===== config.mk =====
export PLATFORM = sky130hd
export DESIGN_NAME = tiamc1_analog_in
export DESIGN_NICKNAME = d
export VERILOG_FILES = /design/src/rtl/tiamc1_analog_in.sv
export SDC_FILE = /design/constraint.sdc
export NUM_CORES = 1
export LEC_CHECK = 0
export ABC_AREA = 1
export BUFFER_PORTS_ARGS = -buffer_cell sky130_fd_sc_hd__buf_2
export CAP_MARGIN = 20
export CELL_PAD_IN_SITES_DETAIL_PLACEMENT = 0
export CELL_PAD_IN_SITES_GLOBAL_PLACEMENT = 2
export CORE_MARGIN = 2
export CORE_UTILIZATION = 34
export DETAILED_ROUTE_END_ITERATION = 6
export GPL_ROUTABILITY_DRIVEN = 0
export PLACE_DENSITY_LB_ADDON = 0.1
export SLEW_MARGIN = 20
export SYNTH_ARGS = -nofsm -noshare
export SYNTH_HDL_FRONTEND = slang
export SYNTH_SLANG_ARGS = --single-unit
export TNS_END_PERCENT = 1

===== constraint.sdc =====
create_clock -name clk_sys -period 7.17 [get_ports clk_sys]
set_input_delay 0.3585 -clock clk_sys [delete_from_list [all_inputs] [get_ports clk_sys]]
set_output_delay 0.3585 -clock clk_sys [all_outputs]
set_load 0.02 [all_outputs]

===== src/rtl/tiamc1_analog_in.sv =====
// tiamc1_analog_in
//   Multi-channel analog input conditioner for the tiamc1 core.
//   It turns MiSTer joystick-analog, paddle and spinner streams into
//   absolute position registers. The block runs in the clk_sys domain,
//   between the hps_io outputs and the input-port decode.
//
// Ports
//   clk_sys    : system clock
//   reset_n    : asynchronous active-low reset
//   cfg_mode   : 00 joystick, 01 paddle, 10 spinner, 11 joystick
//   cfg_invert : reverse direction on all channels
//   joy_x      : signed X per channel, 8 bits each (ch0 in LSBs)
//   paddle     : unsigned paddle position per channel, 8 bits each
//   spinner    : per channel {toggle, signed delta[7:0]}, 9 bits each
//   pos        : conditioned position per channel, POS_W bits each
//   upd        : one-cycle pulse after any position changed
module tiamc1_analog_in #(
  parameter int          CHANNELS  = 2,
  parameter int          POS_W     = 8,
  parameter logic [15:0] JOY_DIV   = 16'd50000,
  parameter int          JOY_SHIFT = 4,
  parameter int          DEADZONE  = 8,
  parameter bit          SPIN_WRAP = 1'b1
) (
  input  logic                      clk_sys,
  input  logic                      reset_n,
  input  logic [1:0]                cfg_mode,
  input  logic                      cfg_invert,
  input  logic [CHANNELS*8-1:0]     joy_x,
  input  logic [CHANNELS*8-1:0]     paddle,
  input  logic [CHANNELS*9-1:0]     spinner,
  output logic [CHANNELS*POS_W-1:0] pos,
  output logic                      upd
);

  // The sum must hold a full +/-128 step at every POS_W. This needs at
  // least 10 bits, or POS_W+2 bits when that is wider.
  localparam int SUM_W = (POS_W + 2 > 10) ? POS_W + 2 : 10;

  localparam logic [POS_W-1:0]        CENTER  = {1'b1, {(POS_W-1){1'b0}}};
  localparam logic signed [SUM_W-1:0] POS_MAX = {{(SUM_W-POS_W){1'b0}}, {POS_W{1'b1}}};

  localparam logic [1:0] MODE_PAD  = 2'b01;
  localparam logic [1:0] MODE_SPIN = 2'b10;

  // Clamp a widened signed sum into [0, 2^POS_W-1].
  function automatic logic [POS_W-1:0] sat_pos(input logic signed [SUM_W-1:0] s);
    if (s[SUM_W-1])   return '0;
    if (s > POS_MAX)  return '1;
    return s[POS_W-1:0];
  endfunction

  // Widen an unsigned position to a non-negative signed sum operand.
  function automatic logic signed [SUM_W-1:0] pos_ext(input logic [POS_W-1:0] p);
    return {{(SUM_W-POS_W){1'b0}}, p};
  endfunction

  // Sign-extend an 8-bit value to 9 bits and negate it on request.
  // Nine bits let -128 become +128 without overflow.
  function automatic logic signed [8:0] signed9(input logic [7:0] x, input logic inv);
    logic signed [8:0] v;
    v = {x[7], x};
    if (inv) v = -v;
    return v;
  endfunction

  // Joystick step: zero inside the dead zone, else an arithmetic right shift.
  function automatic logic signed [SUM_W-1:0] joy_step(input logic [7:0] x, input logic inv);
    logic signed [8:0] v;
    logic signed [8:0] sh;
    logic        [8:0] mag;
    v   = signed9(x, inv);
    mag = v[8] ? 9'(-v) : 9'(v);
    if (mag <= 9'(DEADZONE)) return '0;
    sh = v >>> JOY_SHIFT;
    return {{(SUM_W-9){sh[8]}}, sh};
  endfunction

  // Paddle value, optionally inverted (255-p is the same as ~p). The
  // result is left-aligned into POS_W bits: the value is padded on the
  // right, then its top POS_W bits are kept.
  function automatic logic [POS_W-1:0] pad_scale(input logic [7:0] p, input logic inv);
    logic [7:0]       pp;
    logic [POS_W+7:0] wide;
    pp   = inv ? ~p : p;
    wide = {pp, {POS_W{1'b0}}};
    return wide[POS_W+7:8];
  endfunction

  // Spinner step: wrap modulo 2^POS_W or saturate.
  function automatic logic [POS_W-1:0] spin_next(input logic [POS_W-1:0] p,
                                                 input logic [7:0]       dlt,
                                                 input logic             inv);
    logic signed [8:0]       d9;
    logic signed [SUM_W-1:0] sum;
    d9  = signed9(dlt, inv);
    sum = pos_ext(p) + {{(SUM_W-9){d9[8]}}, d9};
    if (SPIN_WRAP) return sum[POS_W-1:0];
    return sat_pos(sum);
  endfunction

  logic [15:0]         cnt_q, cnt_d;
  logic [1:0]          mode_q, mode_d;
  logic [CHANNELS-1:0] shadow_q, shadow_d;
  logic [POS_W-1:0]    pos_q [CHANNELS];
  logic [POS_W-1:0]    pos_d [CHANNELS];
  logic                upd_q, upd_d;
  logic                tick;
  logic                mode_chg;

  always_comb begin
    tick     = (cnt_q == JOY_DIV - 16'd1);
    cnt_d    = tick ? 16'd0 : cnt_q + 16'd1;
    mode_chg = (cfg_mode != mode_q);
    mode_d   = cfg_mode;
    shadow_d = shadow_q;
    upd_d    = mode_chg;
    for (int c = 0; c < CHANNELS; c++) begin
      pos_d[c] = pos_q[c];
      if (mode_chg) begin
        // Recentre, and resync the shadow so the next toggle is the first step.
        pos_d[c]    = CENTER;
        shadow_d[c] = spinner[c*9+8];
      end else begin
        case (mode_q)
          MODE_PAD: pos_d[c] = pad_scale(paddle[c*8 +: 8], cfg_invert);
          MODE_SPIN: begin
            if (spinner[c*9+8] != shadow_q[c]) begin
              shadow_d[c] = spinner[c*9+8];
              pos_d[c]    = spin_next(pos_q[c], spinner[c*9 +: 8], cfg_invert);
            end
          end
          default: begin
            if (tick)
              pos_d[c] = sat_pos(pos_ext(pos_q[c]) + joy_step(joy_x[c*8 +: 8], cfg_invert));
          end
        endcase
      end
      if (pos_d[c] != pos_q[c]) upd_d = 1'b1;
    end
  end

  always_ff @(posedge clk_sys or negedge reset_n) begin
    if (!reset_n) begin
      cnt_q    <= '0;
      mode_q   <= 2'b00;
      shadow_q <= '0;
      upd_q    <= 1'b0;
      for (int c = 0; c < CHANNELS; c++) pos_q[c] <= CENTER;
    end else begin
      cnt_q    <= cnt_d;
      mode_q   <= mode_d;
      shadow_q <= shadow_d;
      upd_q    <= upd_d;
      for (int c = 0; c < CHANNELS; c++) pos_q[c] <= pos_d[c];
    end
  end

  for (genvar g = 0; g < CHANNELS; g++) begin : g_pos
    assign pos[g*POS_W +: POS_W] = pos_q[g];
  end

  assign upd = upd_q;

endmodule


* Yosys cells after proc, flatten, opt, wreduce, memory -nomap -nowiden *
Cells that the tools add are included.

operators by class
  reduce and logical (&&, ||, !) cells = 6
  $mul = 0
  add/sub/neg operators = 11
  bitwise operators = 2
  div/mod/pow operators = 0
  equal/unequal tests = 8
  mux-type cells = 119
  order comparisons = 6
  shift operators = 0

operators with widths
  operator                                                                number
  8-bit two-way mux                                                       26
  9-bit two-way mux                                                       18
  10-bit two-way mux                                                      10
  1-bit two-way mux                                                       62
  10-bit by 9-bit > comparator with 1-bit output (second input constant)  4
  8-bit negation with 9-bit output                                        4
  8-bit case mux with 2 select lines                                      2
  9-bit by 10-bit adder with 10-bit output                                2
  9-bit by 9-bit adder with 10-bit output                                 2
  9-bit by 4-bit <= comparator with 1-bit output (second input constant)  2
  9-bit negation                                                          2
  16-bit by 1-bit adder with 16-bit output (second input constant)        1
  16-bit == test (second input constant)                                  1
  16-bit two-way mux                                                      1
  8-bit != test                                                           2
  8-bit inverter                                                          2
  2-bit nonzero test                                                      3
  2-bit AND reduction                                                     2
  2-bit by 1-bit == test with 1-bit output (second input constant)        1
  2-bit == test (second input constant)                                   1
  1-bit != test                                                           2
  2-bit != test                                                           1
  2-bit OR reduction                                                      1

storage, ports and cells
  register bits after elaboration = 37
  memories = 0
  ROM bits = 0
  RAM bits = 0
  logic and storage cells = 159
  latch bits = 0

* Longest topological paths before layout *
  word-level depth = 33
  depth in mapped cells = 38
  mapped depth without buffers = 38

* Least setup slack after synthesis *
No wires, ideal clock.

  path type = in2reg
  start point = in joy_x[8]
  end point = reg upd_q, in the netlist upd
  cell stages on the path = 36
  path buffers = 0
  setup slack = 3.197 ns
  arrival time = 3.848 ns
  path through = inv_1 > ha_1 > nand2_1 > nor2_2 > nand3_1 > nand2_1 > nand2_1 > nand2_2 > nand3_1 > o21bai_2 > nand4_2 > nand2_1 > inv_1 > ha_1 > a21oi_1 > o21ai_0 > nor2_1 > o21ai_0 > nand2_1 > nand2_1 > a21oi_1 > inv_1 > nand4_1 > nand3_1 > nand2_1 > nand2_1 > nand2_1 > inv_1 > nand2_1 > nand2_1 > nor2_1 > nand2_1 > nor2_1 > nand3_1 > nor2_1 > nand3_1

RTL lines
  element               line  source
  from (decl)           29    input logic [CHANNELS*8-1:0] joy_x,
  to (signal assigned)  154   upd_q <= upd_d;
  to (decl)             107   logic upd_q, upd_d;

* Worst setup path in the final report *
  start point = in cfg_invert
  end point = reg upd_q, in the netlist upd

on the way
  longest elaborated chain between the ends = 30

RTL lines
  element                                         line  source
  from (decl)                                     28    input logic cfg_invert,
  9-bit two-way mux                               63    if (inv) v = -v;
  9-bit two-way mux                               134   if (tick)
  9-bit two-way mux                               125   case (mode_q)
  9-bit two-way mux                               120   if (mode_chg) begin
  9-bit negation                                  73    mag = v[8] ? 9'(-v) : 9'(v);
  9-bit two-way mux                               73
  9-bit by 4-bit <= comparator with 1-bit output  74    if (mag <= 9'(DEADZONE)) return '0;
  1-bit two-way mux                               74
  [15 not listed]                                 n/a
  8-bit two-way mux                               49    if (s > POS_MAX) return '1;
  8-bit two-way mux                               134
  8-bit case mux with 2 select lines              125
  8-bit two-way mux                               120
  8-bit != test                                   139   if (pos_d[c] != pos_q[c]) upd_d = 1'b1;
  1-bit two-way mux                               139
  1-bit two-way mux *                             139
  via upd_d                                       107

The timed path passes the listed nets; every way through them passes the cells marked *. The select of a mux whose other input is x is not followed.
A chain may end at the register's enable or synchronous reset.

==> metrics <==
number of primary I/O pins 72; Diodes inserted 0; CTS tree done; type of the worst min-delay path in2reg; proportion of synthesized flip-flops having asynchronous set or reset 100%; critical path endpoint category register; fraction of the yosys area taken by sequential cells 18.1%; most frequent standard cell in the layout excluding fill and tap cells sky130_fd_sc_hd__nand2_1; cell type with the largest total area after synthesis sky130_fd_sc_hd__dfrtp_1; Core Region 14600 µm²; number of enable flip-flop cells after synthesis 0; outcome completed; setup_tns 0 ns; total number of placement rows 44; Worst VDD drop 0.0795 mV; Hold Vio Cnt, Final 0; leakage power 3.26 nW; Total Die Area 16100 µm²; post-route clock period utilization 64.2%; total via count in the routed design 5462; final core occ 39.9%; time the final worst path needs with I/O delays and setup 4.60 ns; power density relative to cell area 154 nW/µm²; length in cells of the worst reg-to-reg path 22; vias in the first global route 5359; FF+latch count, synth 37; max-slew violation count 0; kind of launch point of the worst setup path input pin; required time of the worst setup path 7.34 ns; worst-path fanout max 23; Total Routed Length 15.5 mm; delay of the slowest cell on the worst path 0.40 ns; cell count of the worst hold path 1; Achievable Freq 217 MHz; number of nets with antenna violations after detailed routing 0; worst relative slew slack 36.6%; share of post-route cells with drive strength above 1 13.3%; GR Util All Layers 19.5%; largest net degree at the start of global routing 45; CTS Buf Count 5; HPWL after DPL 12.5 mm; Yosys warning count 0; cell repeated most along the worst path sky130_fd_sc_hd__nand2_1; post-CTS sizing 0; Primary FF master, synth sky130_fd_sc_hd__dfrtp_1; area share of the largest cell type after synthesis 17.0%; Unique masters post-synth 47; maxcap violations 0; maximum buffer depth of the clock tree 2; cell area reported after detailed placement 5640 µm²; Non-Filler Cell Area, Final 5840 µm²; initial antenna violation count 0; Critical Path Slowest Stage Cell sky130_fd_sc_hd__fa_1; number of instances in the synthesized netlist 845; pin slew with the least headroom to its limit 0.951 ns; net count of the mapped netlist 939; initial detailed-routing violation count 249; CTS root buf sky130_fd_sc_hd__clkbuf_16; setup repair after global routing missed its margin no; data arrival time of the critical path 4.77 ns; clk slew on worst S/H paths 0.06 ns; type of the worst setup path in2reg; Setup-failing EPs final 0; wire length per cell 14.2 µm; highest-count cells in the layout ignoring fill and taps sky130_fd_sc_hd__nand2_1 (228), sky130_fd_sc_hd__inv_1 (133), sky130_fd_sc_hd__nor2_1 (80); dominant cells by area after synthesis sky130_fd_sc_hd__dfrtp_1 (17%), sky130_fd_sc_hd__nand2_1 (17%), sky130_fd_sc_hd__inv_1 (9.7%), sky130_fd_sc_hd__ha_1 (8.5%), sky130_fd_sc_hd__nand3_1 (6.1%); number of buffers inserted by post-CTS setup repair 0; number of port buffers 71; final setup skew 0.00437 ns; CTS sink count 37; Syn Std Cell Area 5140 µm²; area delta synth->final 13.6%; horizontal extent of the die 127 µm; initial core utilization 35.1%; Via density 5.00; First-pass DRT Iterations 4; average cell area after synthesis 6.08 µm²; post-placement worst setup slack 2.20 ns; setup slack of the critical path after layout 2.57 ns; number of hold-repair buffers added at the cts stage 0; die height 127 µm; net count reported at finish 1001; H-Tree Depth 2; total grt overflow 0; clock latency on the worst-skew pair 0.28 ns; total DRC errors in the routed layout 0; global-route wire length before repair 25.6 mm
[worst paths after layout]
check | start | slack, ns | endpoint
max | cfg_invert | 2.57 | upd
min | cfg_mode[1] | 0.21 | mode_q[1]
max reg2reg | pos[9] | 3.75 | upd
min reg2reg | cnt_q[0] | 0.47 | cnt_q[0]
max in group asynchronous | reset_n | 6.36 | pos[12]
min in group asynchronous | reset_n | 0.22 | pos[4]
[metal layers]
layer  global-route usage (%)  part of all wire [%]  vias to the layer above
met3                     1.56                   2.2                       17
li1                         -                     -                     2857
met4                     3.62                   1.3                        0
met1                     24.6                    47                     2517
met5                        0                     0                        -
met2                     36.3                    50                       71
[cell families (layout without fill, tap and decap cells)]
group                      count (synthesis)  after routing  share of synthesized area (%)
DFF                                       37             37                           18.1
buffers and inverters                    156            219                           11.9
xor gates and xnor gates                  31             31                           5.28
adders and majority gates                 39             39                           10.1
and+or+nand+nor                          438            438                           38.0
AOI/OAI and AO/OA                        142            142                           16.3
muxes                                      2              2                          0.438
[report_power, final]
| group | leakage (nW) | switching [mW] | total (mW) | internal (mW) |
|---|---|---|---|---|
| Clock | 0.0944 | 0.0978 | 0.299 | 0.201 |
| Combinational | 2.69 | 0.229 | 0.360 | 0.131 |
| Sequential | 0.476 | 0.0193 | 0.237 | 0.218 |
| Total | 3.26 | 0.347 | 0.896 | 0.549 |
[synth_stat cells, types with 2 or more instances]
library cell and n:
sky130_fd_sc_hd__a21oi_1 51, sky130_fd_sc_hd__mux2_2 2, sky130_fd_sc_hd__nand2_1 228, sky130_fd_sc_hd__inv_1 133, sky130_fd_sc_hd__a21o_1 8, sky130_fd_sc_hd__nor3_1 10, sky130_fd_sc_hd__buf_2 2, sky130_fd_sc_hd__o21ai_1 5
sky130_fd_sc_hd__fa_1 4, sky130_fd_sc_hd__nor2_4 2, sky130_fd_sc_hd__nand4_1 12, sky130_fd_sc_hd__dfrtp_1 35, sky130_fd_sc_hd__nand2_2 11, sky130_fd_sc_hd__a31oi_1 12, sky130_fd_sc_hd__o221ai_1 2, sky130_fd_sc_hd__nor4_1 5
sky130_fd_sc_hd__o21ai_0 42, sky130_fd_sc_hd__o211ai_1 11, sky130_fd_sc_hd__nor2_1 80, sky130_fd_sc_hd__ha_1 35, sky130_fd_sc_hd__nand3_1 63, sky130_fd_sc_hd__buf_6 3, sky130_fd_sc_hd__nand3_2 5, sky130_fd_sc_hd__inv_2 5
sky130_fd_sc_hd__nor2_2 3, sky130_fd_sc_hd__xnor2_1 14, sky130_fd_sc_hd__o21bai_1 3, sky130_fd_sc_hd__nand2_4 3, sky130_fd_sc_hd__nand3b_1 9, sky130_fd_sc_hd__dfstp_2 2, sky130_fd_sc_hd__clkbuf_1 12, sky130_fd_sc_hd__xor2_1 17
sky130_fd_sc_hd__or2_2 2
[sequential cells by signal, indices dropped and copies added (netlist names)]
signal / cells
pos: 16
upd: 1
shadow_q: 2
mode_q: 2
cnt_q: 16
[stage by stage]
stage	cells	hold WS (ns)	power, mW
2_1_floorplan	845	0.0629	0.500
3_3_place_gp	1084	0.450	0.600
3_5_place_dp	1084	0.459	0.603
4_1_cts	1092	0.206	0.904
5_1_grt	1092	0.209	0.965
6_report	1092	0.209	0.896
[worst max-delay path, delay by kind of cell]
kind / cells / cell delay [ns]
fa+ha+maj: 2 / 0.54
buf+inv: 5 / 0.91
compound gates: 4 / 0.68
simple gates: 23 / 2.30
[cell type report]
class,count,area (µm²)
Tap cell,184,230
Multi-Input combinational cell,652,3600
Sequential cell,37,928
Clock buffer,5,125
Clock inverter,3,68.8
Timing Repair Buffer,72,363
Fill cell,1654,8810
Inverter,139,522
No activity file was read; power rests on OpenSTA's default activity.
